## src/rtl/fir_dac_tx_if.sv

```systemverilog
// Sample stream from the FIR filter into the DAC transmitter.
// The source cannot stall: din_ready is status only, din_valid is never
// held off by it.
interface fir_dac_tx_if #(
  parameter int M = 14
) ();
  logic signed [M-1:0] din;
  logic                din_valid;
  logic                din_ready;

  modport master (output din, output din_valid, input  din_ready);
  modport slave  (input  din, input  din_valid, output din_ready);
endinterface

```

## src/rtl/fir_dac_tx.sv

```systemverilog
// Serialises signed FIR samples into 16-bit offset-binary SPI frames for a DAC.
// A one-entry holding buffer decouples the non-stallable sample source from the
// serial link. Samples that get replaced before they are sent are counted.
// Frame timing: SETUP (1 tick), SHIFT (32 half-periods), HOLD (1 tick).
module fir_dac_tx #(
  parameter int M       = 14,
  parameter int CLK_DIV = 2
) (
  input  logic         dclk,
  input  logic         rst_n,
  fir_dac_tx_if.slave  src,
  output logic         cs_n,
  output logic         sclk,
  output logic         sdo,
  output logic         busy,
  output logic [7:0]   overrun_cnt
);

  // Gray-coded so that cs_n is a direct flop bit and every legal transition
  // flips exactly one bit; state[0] is high exactly while the DAC is selected.
  typedef enum logic [1:0] {
    IDLE  = 2'b00,
    SETUP = 2'b01,
    SHIFT = 2'b11,
    HOLD  = 2'b10
  } state_t;

  localparam int DW = (CLK_DIV > 1) ? $clog2(CLK_DIV) : 1;

  state_t              state, state_nx;
  logic [DW-1:0]       div_cnt;
  logic                tick;
  logic [4:0]          half_cnt;
  logic                sclk_q;
  logic [15:0]         shreg;
  logic [15:0]         frame;
  logic signed [M-1:0] buf_data;
  logic                buf_full;
  logic                consume;
  logic                state_change;

  assign tick         = (div_cnt == DW'(CLK_DIV - 1));
  assign state_change = (state_nx != state);

  // Offset-binary frame from the buffered sample, left-justified, zero LSBs.
  always_comb begin
    frame          = '0;
    frame[15 -: M] = {~buf_data[M-1], buf_data[M-2:0]};
  end

  // Next-state decode; the buffer is consumed on the IDLE->SETUP edge.
  always_comb begin
    // NOTE: every signal gets a default before the case so no path leaves it
    // unassigned; an unassigned path in always_comb would infer a latch.
    state_nx = state;
    consume  = 1'b0;
    unique case (state)
      IDLE: begin
        if (buf_full) begin
          consume  = 1'b1;
          state_nx = SETUP;
        end
      end
      SETUP: begin
        if (tick) state_nx = SHIFT;
      end
      SHIFT: begin
        // 32 half-periods: 16 rising edges each followed by its falling edge.
        if (tick && half_cnt == 5'd31) state_nx = HOLD;
      end
      HOLD: begin
        if (tick) state_nx = IDLE;
      end
      default: state_nx = IDLE;
    endcase
  end

  // State register; reset aborts any frame and raises cs_n at once.
  always_ff @(posedge dclk or negedge rst_n) begin
    // NOTE: sequential state uses non-blocking assignments so every flop
    // samples pre-edge values regardless of block evaluation order.
    if (!rst_n) state <= IDLE;
    else        state <= state_nx;
  end

  // Half-period divider, restarted on every state entry.
  always_ff @(posedge dclk or negedge rst_n) begin
    if (!rst_n)                    div_cnt <= '0;
    else if (state_change || tick) div_cnt <= '0;
    else                           div_cnt <= div_cnt + DW'(1);
  end

  // Half-periods completed inside SHIFT.
  always_ff @(posedge dclk or negedge rst_n) begin
    if (!rst_n)                       half_cnt <= '0;
    else if (state_change)            half_cnt <= '0;
    else if (state == SHIFT && tick)  half_cnt <= half_cnt + 5'd1;
  end

  // Serial clock toggles on each tick in SHIFT; 32 toggles leave it low.
  always_ff @(posedge dclk or negedge rst_n) begin
    if (!rst_n)                      sclk_q <= 1'b0;
    else if (state == SHIFT && tick) sclk_q <= ~sclk_q;
  end

  // Shift register: loaded on consume, advances on each falling sclk and
  // shifts in zeros, so it is empty (sdo low) again by HOLD/IDLE.
  always_ff @(posedge dclk or negedge rst_n) begin
    if (!rst_n)                                shreg <= '0;
    else if (consume)                          shreg <= frame;
    else if (state == SHIFT && tick && sclk_q) shreg <= {shreg[14:0], 1'b0};
  end

  // Holding buffer payload; only meaningful while buf_full is set.
  always_ff @(posedge dclk) begin
    // NOTE: the payload has no reset on purpose; buf_full gates its use, and
    // leaving data registers unreset keeps them out of the reset tree.
    if (src.din_valid) buf_data <= src.din;
  end

  // Buffer full flag: a write wins over a simultaneous consume.
  always_ff @(posedge dclk or negedge rst_n) begin
    if (!rst_n)             buf_full <= 1'b0;
    else if (src.din_valid) buf_full <= 1'b1;
    else if (consume)       buf_full <= 1'b0;
  end

  // Saturating count of samples overwritten before they were sent.
  always_ff @(posedge dclk or negedge rst_n) begin
    if (!rst_n)
      overrun_cnt <= '0;
    else if (src.din_valid && buf_full && !consume && overrun_cnt != 8'hFF)
      overrun_cnt <= overrun_cnt + 8'd1;
  end

  assign src.din_ready = ~buf_full;
  assign cs_n          = ~state[0];
  assign sclk          = sclk_q;
  assign sdo           = shreg[15];
  assign busy          = (state != IDLE);

endmodule

```

## src/flat_wrapper.sv

```systemverilog
// flat-port wrapper written by rule: the top's interface ports become plain ports
module fir_dac_tx_flat 
#(
  parameter int M       = 14,
  parameter int CLK_DIV = 2
)
  (dclk, rst_n, cs_n, sclk, sdo, busy, overrun_cnt, src_din, src_din_valid, src_din_ready);
  fir_dac_tx_if #(.M(M)) src_i ();
  input  logic dclk;
  input  logic rst_n;
  output logic cs_n;
  output logic sclk;
  output logic sdo;
  output logic busy;
  output logic [7:0] overrun_cnt;
  input wire logic [$bits(src_i.din)-1:0] src_din;
  input wire logic [$bits(src_i.din_valid)-1:0] src_din_valid;
  output wire logic [$bits(src_i.din_ready)-1:0] src_din_ready;
  assign src_i.din = src_din;
  assign src_i.din_valid = src_din_valid;
  assign src_din_ready = src_i.din_ready;
  fir_dac_tx #(.M(M), .CLK_DIV(CLK_DIV)) u_core (.dclk(dclk), .rst_n(rst_n), .src(src_i), .cs_n(cs_n), .sclk(sclk), .sdo(sdo), .busy(busy), .overrun_cnt(overrun_cnt));
endmodule
```

## config.mk

```make
export PLATFORM = sky130hd
export DESIGN_NAME = fir_dac_tx_flat
export DESIGN_NICKNAME = d
export VERILOG_FILES = /design/src/rtl/fir_dac_tx_if.sv /design/src/rtl/fir_dac_tx.sv /design/src/flat_wrapper.sv
export SDC_FILE = /design/constraint.sdc
export NUM_CORES = 1
export LEC_CHECK = 0
export CAP_MARGIN = 20
export CORE_AREA = 5 5 78 80
export CTS_BUF_LIST = sky130_fd_sc_hd__clkbuf_8
export CTS_CLUSTER_SIZE = 30
export DETAILED_ROUTE_END_ITERATION = 8
export DIE_AREA = 0 0 83 85
export PLACE_DENSITY = 0.66
export SYNTH_ARGS = -nofsm -noshare
export SYNTH_HDL_FRONTEND = slang
export SYNTH_SLANG_ARGS = --single-unit
```

## constraint.sdc

```tcl
create_clock -name dclk -period 3.86 [get_ports dclk]
set_input_delay 1.158 -clock dclk [delete_from_list [all_inputs] [get_ports dclk]]
set_output_delay 1.158 -clock dclk [all_outputs]
set_load 0.03 [all_outputs]
```

==> impl_metrics.json <==
{
  "antenna_violations_before_repair": 0,
  "layout.nets": 196,
  "timing.final.ws_setup_ns": 0.9216,
  "async_reset_ff_frac": 0.6957,
  "worstSetupPathType": "reg2out",
  "via_count_of_the_first_global_routing_pass": 1284,
  "post_cts.repair.setup_buffers": 0,
  "synth_top_area_share": 0.3883,
  "synth_cells": 143,
  "synth_common_cells": "32 x sky130_fd_sc_hd__dfrtp_1, 17 x sky130_fd_sc_hd__mux2_2, 14 x sky130_fd_sc_hd__edfxtp_1",
  "critical_path.reg2reg.startpoint": "u_core.state[0]$_DFF_PN0_",
  "timing.final.crit_period_ns": 2.938,
  "irDropWorstVdd_mv": 0.4587,
  "cp-startpoint": "u_core.state[0]$_DFF_PN0_",
  "route.detailed.vias_per_inst": 4.932,
  "biggest_area_contributors_in_the_synthesized_netlist": "sky130_fd_sc_hd__dfrtp_1 39%, sky130_fd_sc_hd__edfxtp_1 20%, sky130_fd_sc_hd__mux2_2 9.3%, sky130_fd_sc_hd__mux2_4 5.8%, sky130_fd_sc_hd__mux2i_1 2.4%",
  "run_status": "finished clean",
  "pin_count_of_the_biggest_net_entering_global_routing": 33,
  "final-max-slew-violation-count": 0,
  "syn_avg_cell_area_sq_um": 14.42,
  "dp_hpwl_microns": 2650,
  "most_instantiated_library_cell_after_synthesis": "sky130_fd_sc_hd__dfrtp_1",
  "postCtsResizedCells": 0,
  "place_congestion": 0.7871,
  "remaining_drc_errors": 0,
  "fin_crit_sh": 0.7613,
  "syn_to_final_growth_pct": 21.36,
  "synth_ff_type": "sky130_fd_sc_hd__dfrtp_1",
  "initial_utilization": 0.3863,
  "fp.coreArea_sq_um": 5338,
  "min_delay_startpoint": "u_core.buf_data[0]$_DFFE_PP_",
  "drive_gt1_frac": 0.2260,
  "timing_hold_violations_final": 0,
  "fill_cells": 495,
  "globalRoute.totalOverflow": 0,
  "cts.hold.buffers_added": 0,
  "data_required_time_at_the_worst_endpoint_ns": 2.70,
  "numPortBuffers": 29,
  "first_pass_grt_wire_length_microns": 6299,
  "grt.total_usage": 0.1147,
  "syn-num-nets": 163,
  "timing.critical_path.to_type": "output pin",
  "p_leak_nw": 1.068,
  "worst-endpoint-arrival_ns": 1.78,
  "worstRegToRegCells": 3,
  "worst_hold_path_type": "reg2reg",
  "synth_sequential_area_ratio": 0.5922,
  "netlist-cell-type-count": 36,
  "setup_repair_after_global_routing_missed_its_margin": "no",
  "fin_worst_skew_ns": 0.003626,
  "drt_iter0_drc": 62,
  "startpoint_type": "flip-flop",
  "die_area_sq_um": 7055,
  "cell_area_after_technology_mapping_sq_um": 2062,
  "fmax_ghz": 0.3403,
  "die_height_microns": 85,
  "ioPinCount": 30,
  "crit_fanout": 10,
  "number_of_placement_rows": 27,
  "finalSetupViolCount": 0,
  "antenna_cells": 0,
  "worst_slew_pin_slew_ns": 0.8004,
  "synth_enable_flop_cells": 14,
  "preCtsSetupSlack_ns": 1.247,
  "htree_levels": 2,
  "clock_tree.root_cell": "sky130_fd_sc_hd__clkbuf_8",
  "cts_tree": "done",
  "hold_path_depth": 2,
  "tritoncts.num_buffers": 5,
  "ys_ff_latch": 46,
  "clock-sinks": 46,
  "fp.dieW_microns": 83,
  "timing.slew.headroom": 0.4658,
  "routed_wire_length_per_instance_microns": 15.47,
  "post-synth-top-area-cell": "sky130_fd_sc_hd__dfrtp_1",
  "ctsLongestPathBuffers": 2,
  "max_cap_viol_count": 0,
  "detailroute.via_count": 1228,
  "clk_pin_slew_worst_paths_ns": 0.08,
  "p_per_area_nw_per_um2": 604.4,
  "overall_routed_net_length_microns": 3852,
  "clk-insertion-delay-late_ns": 0.30,
  "tns_ns": 0,
  "length_of_the_first_detailed_routing_pass_in_iterations": 4,
  "synth_warnings": 0,
  "postRouteAntennaNets": 0
}
==> cells in the final DEF, fill, tap and decap left out, types with 3 or more instances in the layout <==
cell and instances:
sky130_fd_sc_hd__clkdlybuf4s50_1 29, sky130_fd_sc_hd__edfxtp_1 14, sky130_fd_sc_hd__mux2_4 8, sky130_fd_sc_hd__a21oi_1 7
sky130_fd_sc_hd__ha_1 3, sky130_fd_sc_hd__clkbuf_8 6, sky130_fd_sc_hd__mux2_2 17, sky130_fd_sc_hd__dfrtp_1 32
sky130_fd_sc_hd__xnor2_1 4, sky130_fd_sc_hd__nand2_1 4, sky130_fd_sc_hd__xor2_1 4, sky130_fd_sc_hd__mux2i_1 5
sky130_fd_sc_hd__nand3_1 3, sky130_fd_sc_hd__inv_1 7, sky130_fd_sc_hd__and3_1 3, sky130_fd_sc_hd__o21ai_0 5
==> critical path: stages (launching register included) <==
cell and delay, ns:
sky130_fd_sc_hd__dfrtp_1 0.57, sky130_fd_sc_hd__or2_4 0.23, sky130_fd_sc_hd__clkdlybuf4s50_1 0.68
==> stage by stage <==
| stage | area, sq um | utilization | hold WS [ns] | instances | power [W] |
|---|---|---|---|---|---|
| after detailed placement | 2407 | 0.4510 | 0.4641 | 241 | 0.001221 |
| after CTS | 2502 | 0.4688 | 0.4766 | 249 | 0.001535 |
| after global routing | 2502 | 0.4688 | 0.5176 | 249 | 0.001608 |
| final | 2502 | 0.4688 | 0.4745 | 249 | 0.001512 |
| after floorplan | 2062 | - | 0.4260 | 143 | 0.001048 |
| after global placement | 2407 | 0.4510 | 0.4475 | 241 | 0.001203 |
==> worst paths after layout <==
check                                                 end  slack, ns
setup / recovery                                     busy       0.92
hold / removal                u_core.shreg[2]$_DFFE_PN0P_       0.47
setup reg to reg              u_core.shreg[3]$_DFFE_PN0P_       1.83
hold reg to reg               u_core.shreg[2]$_DFFE_PN0P_       0.47
max in group asynchronous  u_core.half_cnt[3]$_DFFE_PN0P_       2.30
min in group asynchronous     u_core.shreg[2]$_DFFE_PN0P_       1.27
==> cell families after synthesis <==
group                    count (synthesis)  share of synthesized area
flip-flops                              46                     0.5922
multiplexers                            30                     0.1754
AND/OR/NAND/NOR                         22                    0.06978
buffers and inverters                   12                    0.03701
XOR/XNOR                                 8                    0.03398
adder cells (fa/ha/maj)                  3                    0.01821
AO/OA/AOI/OAI                           22                    0.07342
==> area by class of cell <==
cell class / count / area (sq um) / area share
clock buffers: 6 / 82.58 / 0.03300
clock inverters: 2 / 12.51 / 0.005000
inverters: 7 / 26.28 / 0.01050
repair buffers: 31 / 305.3 / 0.1220
well taps: 72 / 90.09 / 0.03600
multi-input cells: 85 / 764.5 / 0.3055
flip-flops and latches: 46 / 1221 / 0.4880
==> metal layers <==
| layer | up-vias | part of all wire | GRT usage |
|---|---|---|---|
| li1 | 591 | - | - |
| met1 | 601 | 0.47 | 0.1364 |
| met2 | 30 | 0.46 | 0.1844 |
| met3 | 6 | 0.052 | 0.05243 |
| met4 | 0 | 0.015 | 0.04012 |
| met5 | - | 0 | 0 |
==> power breakdown <==
| group | internal (W) | total (W) | switching [W] |
|---|---|---|---|
| sequential | 0.000622 | 0.000730 | 0.000108 |
| clock | 0.000144 | 0.000302 | 0.000158 |
| combinational | 0.000247 | 0.000481 | 0.000234 |
| total | 0.00101 | 0.00151 | 0.000500 |
==> sequential cells by signal, summed over array words and instances (netlist names) <==
name and cells:
u_core.buf_data 14, u_core.shreg 14, u_core.overrun_cnt 8, u_core.half_cnt 5
u_core.state 2, u_core.buf_full 1, u_core.div_cnt 1, u_core.sclk 1
No activity file was read; power rests on OpenSTA's default activity.
